`config.mk`:
```
export PLATFORM = sky130hd
export DESIGN_NAME = wb_cmd_sequencer_flat
export DESIGN_NICKNAME = d
export VERILOG_FILES = /design/src/rtl/wb_cmd_sequencer_if.sv /design/src/rtl/wb_cmd_sequencer.sv /design/src/flat_wrapper.sv
export SDC_FILE = /design/constraint.sdc
export NUM_CORES = 1
export LEC_CHECK = 0
export BUFFER_PORTS_ARGS = -buffer_cell sky130_fd_sc_hd__buf_2
export CAP_MARGIN = 20
export CORE_MARGIN = 1.5
export CORE_UTILIZATION = 30
export CTS_BUF_LIST = sky130_fd_sc_hd__clkbuf_16
export DETAILED_ROUTE_END_ITERATION = 7
export GPL_ROUTABILITY_DRIVEN = 0
export PLACE_DENSITY_LB_ADDON = 0.12
export SLEW_MARGIN = 15
export SYNTH_ARGS = -nofsm -noshare
export SYNTH_HDL_FRONTEND = slang
export SYNTH_SLANG_ARGS = --single-unit
```
`constraint.sdc`:
```
create_clock -name clk -period 2.8 [get_ports clk]
set_input_delay 0.42 -clock clk [delete_from_list [all_inputs] [get_ports clk]]
set_output_delay 0.42 -clock clk [all_outputs]
set_load 0.02 [all_outputs]
```
`src/rtl/wb_cmd_sequencer_if.sv`:
```
// ---------------------------------------------------------------------------
// wb_cmd_sequencer_if
//
// Bundles the three handshakes of the command sequencer:
//   command stream  : i_cmd_valid / o_cmd_ready / i_cmd_data[33:0]
//   response stream : o_rsp_valid / i_rsp_ready / o_rsp_data[33:0]
//   Wishbone (pipelined) master port:
//     o_wb_cyc, o_wb_stb, o_wb_we, o_wb_addr[31:0], o_wb_data[31:0],
//     o_wb_sel[3:0], i_wb_stall, i_wb_ack, i_wb_err, i_wb_data[31:0]
//
// Signal prefixes are from the sequencer's point of view.
// Modports:
//   master - the sequencer itself (drives every o_* signal)
//   slave  - the environment: command source, response sink and Wishbone slave
// ---------------------------------------------------------------------------
interface wb_cmd_sequencer_if;
  // Command stream
  logic        i_cmd_valid;
  logic        o_cmd_ready;
  logic [33:0] i_cmd_data;

  // Response stream
  logic        o_rsp_valid;
  logic        i_rsp_ready;
  logic [33:0] o_rsp_data;

  // Wishbone master
  logic        o_wb_cyc;
  logic        o_wb_stb;
  logic        o_wb_we;
  logic [31:0] o_wb_addr;
  logic [31:0] o_wb_data;
  logic [3:0]  o_wb_sel;
  logic        i_wb_stall;
  logic        i_wb_ack;
  logic        i_wb_err;
  logic [31:0] i_wb_data;

  modport master (
    input  i_cmd_valid, i_cmd_data, i_rsp_ready,
    input  i_wb_stall, i_wb_ack, i_wb_err, i_wb_data,
    output o_cmd_ready, o_rsp_valid, o_rsp_data,
    output o_wb_cyc, o_wb_stb, o_wb_we, o_wb_addr, o_wb_data, o_wb_sel
  );

  modport slave (
    output i_cmd_valid, i_cmd_data, i_rsp_ready,
    output i_wb_stall, i_wb_ack, i_wb_err, i_wb_data,
    input  o_cmd_ready, o_rsp_valid, o_rsp_data,
    input  o_wb_cyc, o_wb_stb, o_wb_we, o_wb_addr, o_wb_data, o_wb_sel
  );
endinterface

```
`src/rtl/wb_cmd_sequencer.sv`:
```
// ---------------------------------------------------------------------------
// wb_cmd_sequencer
//
// Turns a stream of 34-bit command words into single Wishbone pipelined-mode
// transfers and returns exactly one 34-bit response word per command, in
// command order.
//
// Command word : [33:32] opcode, [31:0] payload
//   0 read      : read from the address register
//   1 write     : write payload to the address register
//   2 set addr  : address register <= payload
//   3 special   : autoinc <= payload[0]; payload[1] clears the address register
// Response word: [33:32] code, [31:0] payload
//   0 read data, 1 written data, 2 new address,
//   3 special status / bus error / timeout (payload = failing address)
//
// Parameters:
//   TIMEOUT  - cycles from command acceptance until an unanswered bus cycle
//              is aborted
//   ADDR_INC - step added to the address register after an acked transfer
//              while autoinc is set
//
// Ports:
//   clk - clock, rising edge
//   rst - synchronous, active-high reset
//   bus - wb_cmd_sequencer_if.master (command, response and Wishbone signals)
// ---------------------------------------------------------------------------
module wb_cmd_sequencer #(
  parameter int unsigned TIMEOUT  = 1023,
  parameter logic [31:0] ADDR_INC = 32'd1
) (
  input logic              clk,
  input logic              rst,
  wb_cmd_sequencer_if.master bus
);

  // Counter just wide enough to hold TIMEOUT.
  localparam int unsigned    CW      = $clog2(TIMEOUT + 1);
  // The abort fires on the edge where the counter would reach TIMEOUT, so
  // cyc is high for exactly TIMEOUT cycles after acceptance.
  localparam logic [CW-1:0]  TO_LAST = CW'(TIMEOUT - 1);

  localparam logic [1:0] OP_READ    = 2'd0;
  localparam logic [1:0] OP_WRITE   = 2'd1;
  localparam logic [1:0] OP_SETADDR = 2'd2;
  localparam logic [1:0] OP_SPECIAL = 2'd3;

  localparam logic [1:0] RSP_READ    = 2'd0;
  localparam logic [1:0] RSP_WRITE   = 2'd1;
  localparam logic [1:0] RSP_ADDR    = 2'd2;
  localparam logic [1:0] RSP_SPECIAL = 2'd3;  // also used for err / timeout

  typedef enum logic [1:0] {
    IDLE = 2'd0,
    REQ  = 2'd1,
    WAIT = 2'd2,
    RSP  = 2'd3
  } state_t;

  state_t         state_reg;

  // Registered outputs
  logic           cmd_ready_reg;
  logic           rsp_valid_reg;
  logic [33:0]    rsp_data_reg;
  logic           wb_cyc_reg;
  logic           wb_stb_reg;
  logic           wb_we_reg;
  logic [31:0]    wb_addr_reg;
  logic [31:0]    wb_data_reg;
  logic [3:0]     wb_sel_reg;

  // Internal state
  logic [31:0]    addr_reg;
  logic           autoinc_reg;
  logic [CW-1:0]  tcount_reg;

  logic [1:0]     cmd_op;
  logic [31:0]    cmd_payload;
  logic           cmd_fire;
  logic           timeout_hit;

  assign cmd_op      = bus.i_cmd_data[33:32];
  assign cmd_payload = bus.i_cmd_data[31:0];
  assign cmd_fire    = bus.i_cmd_valid & cmd_ready_reg;
  assign timeout_hit = (tcount_reg >= TO_LAST);

  always_ff @(posedge clk) begin
    if (rst) begin
      state_reg     <= IDLE;
      cmd_ready_reg <= 1'b0;
      rsp_valid_reg <= 1'b0;
      rsp_data_reg  <= '0;
      wb_cyc_reg    <= 1'b0;
      wb_stb_reg    <= 1'b0;
      wb_we_reg     <= 1'b0;
      wb_addr_reg   <= '0;
      wb_data_reg   <= '0;
      wb_sel_reg    <= '0;
      addr_reg      <= '0;
      autoinc_reg   <= 1'b0;
      tcount_reg    <= '0;
    end else begin
      case (state_reg)
        IDLE: begin
          // Ready is raised here as well so that it comes up on the first
          // cycle after reset without a separate path.
          cmd_ready_reg <= 1'b1;
          if (cmd_fire) begin
            cmd_ready_reg <= 1'b0;
            tcount_reg    <= '0;
            case (cmd_op)
              OP_SETADDR: begin
                addr_reg      <= cmd_payload;
                rsp_data_reg  <= {RSP_ADDR, cmd_payload};
                rsp_valid_reg <= 1'b1;
                state_reg     <= RSP;
              end
              OP_SPECIAL: begin
                autoinc_reg <= cmd_payload[0];
                if (cmd_payload[1]) begin
                  addr_reg <= '0;
                end
                rsp_data_reg  <= {RSP_SPECIAL, 30'd0, cmd_payload[1], cmd_payload[0]};
                rsp_valid_reg <= 1'b1;
                state_reg     <= RSP;
              end
              default: begin
                // OP_READ / OP_WRITE: launch a single pipelined transfer.
                wb_cyc_reg  <= 1'b1;
                wb_stb_reg  <= 1'b1;
                wb_we_reg   <= cmd_op[0];
                wb_addr_reg <= addr_reg;
                wb_data_reg <= (cmd_op == OP_WRITE) ? cmd_payload : 32'd0;
                wb_sel_reg  <= 4'hF;
                state_reg   <= REQ;
              end
            endcase
          end
        end

        REQ: begin
          // Strobe and request fields are frozen while the slave stalls.
          // ack/err are not looked at until the request has been taken.
          tcount_reg <= tcount_reg + 1'b1;
          if (timeout_hit) begin
            wb_cyc_reg    <= 1'b0;
            wb_stb_reg    <= 1'b0;
            wb_we_reg     <= 1'b0;
            rsp_data_reg  <= {RSP_SPECIAL, wb_addr_reg};
            rsp_valid_reg <= 1'b1;
            state_reg     <= RSP;
          end else if (!bus.i_wb_stall) begin
            wb_stb_reg <= 1'b0;
            state_reg  <= WAIT;
          end
        end

        WAIT: begin
          tcount_reg <= tcount_reg + 1'b1;
          // A slave answer in the same cycle as the timeout still counts;
          // err has priority over ack.
          if (bus.i_wb_err) begin
            wb_cyc_reg    <= 1'b0;
            wb_we_reg     <= 1'b0;
            rsp_data_reg  <= {RSP_SPECIAL, wb_addr_reg};
            rsp_valid_reg <= 1'b1;
            state_reg     <= RSP;
          end else if (bus.i_wb_ack) begin
            wb_cyc_reg    <= 1'b0;
            wb_we_reg     <= 1'b0;
            rsp_data_reg  <= wb_we_reg ? {RSP_WRITE, wb_data_reg}
                                       : {RSP_READ, bus.i_wb_data};
            rsp_valid_reg <= 1'b1;
            if (autoinc_reg) begin
              addr_reg <= addr_reg + ADDR_INC;  // wraps modulo 2^32
            end
            state_reg <= RSP;
          end else if (timeout_hit) begin
            wb_cyc_reg    <= 1'b0;
            wb_we_reg     <= 1'b0;
            rsp_data_reg  <= {RSP_SPECIAL, wb_addr_reg};
            rsp_valid_reg <= 1'b1;
            state_reg     <= RSP;
          end
        end

        RSP: begin
          // Response is held unchanged until consumed; ready stays low.
          if (bus.i_rsp_ready) begin
            rsp_valid_reg <= 1'b0;
            cmd_ready_reg <= 1'b1;
            state_reg     <= IDLE;
          end
        end

        default: begin
          state_reg <= IDLE;
        end
      endcase
    end
  end

  assign bus.o_cmd_ready = cmd_ready_reg;
  assign bus.o_rsp_valid = rsp_valid_reg;
  assign bus.o_rsp_data  = rsp_data_reg;
  assign bus.o_wb_cyc    = wb_cyc_reg;
  assign bus.o_wb_stb    = wb_stb_reg;
  assign bus.o_wb_we     = wb_we_reg;
  assign bus.o_wb_addr   = wb_addr_reg;
  assign bus.o_wb_data   = wb_data_reg;
  assign bus.o_wb_sel    = wb_sel_reg;

endmodule

```
`src/flat_wrapper.sv`:
```
// flat-port wrapper written by rule: the top's interface ports become plain ports
module wb_cmd_sequencer_flat 
#(
  parameter int unsigned TIMEOUT  = 1023,
  parameter logic [31:0] ADDR_INC = 32'd1
)
  (clk, rst, bus_i_cmd_valid, bus_i_cmd_data, bus_i_rsp_ready, bus_i_wb_stall, bus_i_wb_ack, bus_i_wb_err, bus_i_wb_data, bus_o_cmd_ready, bus_o_rsp_valid, bus_o_rsp_data, bus_o_wb_cyc, bus_o_wb_stb, bus_o_wb_we, bus_o_wb_addr, bus_o_wb_data, bus_o_wb_sel);
  wb_cmd_sequencer_if bus_i ();
  input logic clk;
  input logic rst;
  input wire logic [$bits(bus_i.i_cmd_valid)-1:0] bus_i_cmd_valid;
  input wire logic [$bits(bus_i.i_cmd_data)-1:0] bus_i_cmd_data;
  input wire logic [$bits(bus_i.i_rsp_ready)-1:0] bus_i_rsp_ready;
  input wire logic [$bits(bus_i.i_wb_stall)-1:0] bus_i_wb_stall;
  input wire logic [$bits(bus_i.i_wb_ack)-1:0] bus_i_wb_ack;
  input wire logic [$bits(bus_i.i_wb_err)-1:0] bus_i_wb_err;
  input wire logic [$bits(bus_i.i_wb_data)-1:0] bus_i_wb_data;
  output wire logic [$bits(bus_i.o_cmd_ready)-1:0] bus_o_cmd_ready;
  output wire logic [$bits(bus_i.o_rsp_valid)-1:0] bus_o_rsp_valid;
  output wire logic [$bits(bus_i.o_rsp_data)-1:0] bus_o_rsp_data;
  output wire logic [$bits(bus_i.o_wb_cyc)-1:0] bus_o_wb_cyc;
  output wire logic [$bits(bus_i.o_wb_stb)-1:0] bus_o_wb_stb;
  output wire logic [$bits(bus_i.o_wb_we)-1:0] bus_o_wb_we;
  output wire logic [$bits(bus_i.o_wb_addr)-1:0] bus_o_wb_addr;
  output wire logic [$bits(bus_i.o_wb_data)-1:0] bus_o_wb_data;
  output wire logic [$bits(bus_i.o_wb_sel)-1:0] bus_o_wb_sel;
  assign bus_i.i_cmd_valid = bus_i_cmd_valid;
  assign bus_i.i_cmd_data = bus_i_cmd_data;
  assign bus_i.i_rsp_ready = bus_i_rsp_ready;
  assign bus_i.i_wb_stall = bus_i_wb_stall;
  assign bus_i.i_wb_ack = bus_i_wb_ack;
  assign bus_i.i_wb_err = bus_i_wb_err;
  assign bus_i.i_wb_data = bus_i_wb_data;
  assign bus_o_cmd_ready = bus_i.o_cmd_ready;
  assign bus_o_rsp_valid = bus_i.o_rsp_valid;
  assign bus_o_rsp_data = bus_i.o_rsp_data;
  assign bus_o_wb_cyc = bus_i.o_wb_cyc;
  assign bus_o_wb_stb = bus_i.o_wb_stb;
  assign bus_o_wb_we = bus_i.o_wb_we;
  assign bus_o_wb_addr = bus_i.o_wb_addr;
  assign bus_o_wb_data = bus_i.o_wb_data;
  assign bus_o_wb_sel = bus_i.o_wb_sel;
  wb_cmd_sequencer #(.TIMEOUT(TIMEOUT), .ADDR_INC(ADDR_INC)) u_core (.clk(clk), .rst(rst), .bus(bus_i));
endmodule
```
### Yosys cells after proc, flatten, opt, wreduce, memory -nomap -nowiden

Index checks and enable logic that the tools add are counted.

* register bits after elaboration: 149
* bits of input ports: 73

* add/subtract/negate cells: 2
* $lt $le $gt $ge: 1
* equal/unequal tests: 17
* mux-type cells: 51
* bitwise gates (word level): 2
* reduce and logical (&&, ||, !) cells: 18

Operators with widths (count)
* 2-to-1 mux 32 bit: 6
* 2-to-1 mux 34 bit: 4
* one-hot mux 32 bit (2 select lines): 2
* one-hot mux 34 bit (3 select lines): 1
* one-hot mux 34 bit (2 select lines): 1
* 2-to-1 mux 33 bit: 1
* adder 32 x 1 -> 32 bit, second input constant: 1
* 2-to-1 mux 1 bit: 20
* one-hot mux 10 bit (2 select lines): 1
* 2-to-1 mux 2 bit: 8
* AND reduction 3 bit: 5
* adder 10 x 1 -> 10 bit, second input constant: 1
* >= comparator 10 bit, second input constant: 1
* 2-to-1 mux 10 bit: 1
* != test 2 bit, second input constant: 5
* == test 2 bit, second input constant: 4
* one-hot mux 2 bit (4 select lines): 1
* AND reduction 4 bit: 2
* nonzero test 2 bit: 4
* AND reduction 7 bit: 1
* != test 3 bit, second input constant: 2
* one-hot mux 1 bit (3 select lines): 2
* == test 2 x 1 -> 1 bit, second input constant: 2
* != test 2 x 1 -> 1 bit, second input constant: 2
* other kinds (10): 13

### Longest topological paths before layout

* depth in word-level cells: 5
* mapped depth: 10
* depth with buffers taken out: 7

### Worst setup path after synthesis

No wires, ideal clock.

* path kind: register to register
* start: reg u_core.state_reg[0]
* end: reg u_core.addr_reg[2]
* library setup time: 0.070 ns
* arrival: 1.974 ns
* slack: 0.756 ns
* stages on the path, launching flop included: 11
* buffers on the path: 3
* period minus slack after synthesis: 2.044 ns
* path through: dfxtp_1 -> inv_1 -> ha_1 -> clkbuf_1 -> clkbuf_1 -> a21oi_1 -> clkbuf_1 -> nand2_1 -> o21ai_0 -> nand2_1 -> a21oi_1

* longest elaborated chain between the ends: 3
* elaborated cells between the ends (all ways): 11
* classes of those cells: eq/ne (7); mux (1); reduce/logical (3)

RTL lines
* start: declaration: line wb_cmd_sequencer.sv:60 `state_t state_reg;`
* start signal: assignment: line wb_cmd_sequencer.sv:90 `state_reg <= IDLE;`
* start signal: assignment: line wb_cmd_sequencer.sv:117 `state_reg <= RSP;`
* start signal: assignment: line wb_cmd_sequencer.sv:126 `state_reg <= RSP;`
* == test 2 bit or logical NOT 2 bit (tied branches): line wb_cmd_sequencer.sv:104 `case (state_reg)`
* != test 2 x 1 -> 1 bit (no line) (tied with other cells)
* AND reduction 7 bit (no line)
* end signal: assignment: line wb_cmd_sequencer.sv:114 `addr_reg <= cmd_payload;`
* end signal: assignment: line wb_cmd_sequencer.sv:176 `addr_reg <= addr_reg + ADDR_INC;`
* end: declaration: line wb_cmd_sequencer.sv:74 `logic [31:0] addr_reg;`

Several ways; a longest one is shown, not always the timed one.
A chain may end at the register's enable or synchronous reset.

### Worst setup path after layout

* start: reg u_core.state_reg[0]
* end: reg u_core.addr_reg[20]

The elaborated chain is that of the path after synthesis.

==> flow_metrics.tcl <==
set metrics [dict create \
    run_status "completed" \
    regToRegEndpoint "u_core.addr_reg[20]" \
    yosys_warnings 0 \
    tightest_slew_ps 1036 \
    syn-num-nets 1233 \
    clock-root-buffer "clkbuf_16" \
    cts_buffers 17 \
    syn-cell-area_sq_um 8726 \
    leakagePower_nw 3.885 \
    ir_drop_v 0.0004277 \
    drtAntennaViolNets 0 \
    first_pass_iters 5 \
    path_class "register to register" \
    fin_area_sq_um 10600 \
    largest_reg_flops 34 \
    syn_area_per_cell_sq_um 7.568 \
    core-area_sq_um 28700 \
    nFillCells 3053 \
    finalPower_mw 10.53 \
    track_usage 0.2316 \
    utilization 0.3694 \
    crit_slowest_cell "or4_1" \
    slew_violations 0 \
    worstPathArrival_ps 2720 \
    area_growth_pct 21.49 \
    synth.area.top_cells "dfxtp_1 (34%), a21oi_1 (11%), nand2_1 (8.3%)" \
    floorplan.initialDensity 0.3040 \
    post-route-min-period_ps 2401 \
    drt_iter0_markers 720 \
    rsz0062_at_grt "false" \
    cp_top_family "simple AND/OR/NAND/NOR gates" \
    r2r_slack_ps 400 \
    whs_path_depth 3 \
    synth_edf_count 0 \
    totalWireLength_microns 35220 \
    ys_seq_area_frac 0.3418 \
    vias 9351 \
    post-dp-hpwl_microns 25000 \
    cpPeakStageDelay_ps 620 \
    max_cap_viol_count 0 \
    setup_viol 0 \
    drt_drc_violations_left 0 \
    relSlewSlack 0.3087 \
    clkSinkCount 149 \
    postCtsSetupBuffers 0 \
    fin_ws_ps 399.1 \
    finalCritPeriodShare 0.8575 \
    critical_path.startpoint "u_core.state_reg[0]" \
    clkSlewWorstSetupHoldPaths_ps 70 \
    cts_tree "built" \
    pre_cts_slack_ps 454.3 \
    syn-instance-count 1153 \
    synth_top_area_share 0.3418 \
    postCtsHoldBufs 0 \
    grt_pass1_vias 8822 \
    grt_first_pass_wirelength_microns 54390 \
    io_pins 180 \
    cp_max_fo 19 \
    wl_per_cell_microns 20.92 \
    die_x_microns 173.5 \
    place_area_sq_um 10060 \
    rr_startpoint "u_core.state_reg[0]" \
    clk_latency_ps 440 \
    std_cell_rows 62 \
    antenna_found_initial 1 \
    die_area_sq_um 30120 \
    fmax_ghz 0.4165 \
    min_to "u_core.bus.o_wb_stb" \
    grt_max_degree 59 \
    overflow 0 \
    hold_ws_ps 274.0 \
    crit_cells 6 \
    clockBufferDepth 2 \
    cts.repair.resized 0 \
    crit_buf_inv 1 \
    fin_cells 1684 \
    ys.flop_type "dfxtp_1" \
    synth_seq_cells 149 \
    die_h_microns 173.5 \
    fin_skew_ps 15.86 \
    fin_tns_setup_ps 0 \
    viasPerCell 5.553 \
    power.density_nw_per_um2 992.9 \
    path_cells "inv_1, ha_2, a22o_1, nand2_1, or4_1, o211a_1" \
    required_ps 3120 \
    port_buffers 179 \
    nets 1367 \
    antenna-diode-count 0 \
    crit_path_end_kind "register" \
    dp_cells 1652 \
    finalHoldViolCount 0 \
    worstSetupStartpointType "register" \
    synth_top_area_cell "dfxtp_1" \
    min_from "bus_i_wb_stall" \
    cts_max_level 4 \
    async_flop_share 0 \
    ys_types 65 \
    drive_above_1_share 0.2277 \
    min_path_type "input pin to register" \
    reg2reg_depth 6 \
]
metal layers:
metal	share of wire	vias up	GRT usage
met2	0.46	257	0.3713
met1	0.48	4555	0.3250
li1	-	4504	-
met5	0.00028	-	0
met4	0.013	2	0.05725
met3	0.049	33	0.03443
worst max-delay path by stage:
stage	slack, ps	to
after global placement	480	u_core.bus.o_rsp_data[2]
after CTS	440	u_core.addr_reg[20]
after floorplan	760	u_core.addr_reg[2]
after global routing	220	u_core.bus.o_rsp_data[29]
after detailed placement	450	u_core.bus.o_rsp_data[2]
final	400	u_core.addr_reg[20]
synth_stat cells (all sizes together) (16+ instances only):
master,count
buf,32
nand2,193
nand3,52
a22oi,16
a31oi,24
a21oi,190
o211ai,41
clkbuf,79
mux2i,49
dfxtp,149
o21ai,45
nor2,59
cells in the final DEF, fill, tap and decap left out, types with 7 or more instances in the layout:
master	count
a311oi_1	8
a221oi_1	10
inv_1	18
nand4_1	14
dfxtp_1	148
or4_1	14
o221a_2	7
nor2_1	58
buf_2	178
nand3_1	51
nor3_1	14
nand2_1	192
a21oi_1	190
a211oi_1	8
a31oi_1	24
nand3b_1	11
a22oi_1	16
buf_4	43
mux2_2	14
o211ai_1	41
a2bb2oi_1	11
o21ai_0	43
mux2i_1	49
clkbuf_16	17
power by group:
group / total (mW) / internal (mW) / switching, mW / leakage [nW]
Clock: 2.21 / 1.21 / 0.998 / 0.265
Sequential: 3.16 / 2.59 / 0.567 / 1.21
Combinational: 5.16 / 1.87 / 3.29 / 2.41
logic make-up (layout without fill, tap and decap cells):
logic type	count (synthesis)	in the layout	share of synthesized area
AOI/OAI and AO/OA	409	409	0.2950
and+or+nand+nor	392	392	0.2099
buffers and inverters	126	273	0.06194
xor gates and xnor gates	7	7	0.007026
DFF	149	149	0.3418
muxes	63	63	0.07428
adders and majority gates	7	7	0.01004
worst reg2reg max path, cell delays in order, from the launching register on:
cell	delay (ps)
dfxtp_1	330
inv_1	120
ha_2	410
a22o_1	300
nand2_1	380
or4_1	620
o211a_1	120
area by class of cell:
class | count | area (sq um) | area share
clock inverter | 15 | 116.4 | 0.01098
sequential | 149 | 2984 | 0.2815
tap | 384 | 480.5 | 0.04532
inverter | 15 | 56.30 | 0.005311
multi-input combinational | 878 | 5225 | 0.4929
clock buffer | 17 | 425.4 | 0.04013
timing repair buffer | 226 | 1314 | 0.1239
No activity file was read; power rests on OpenSTA's default activity.
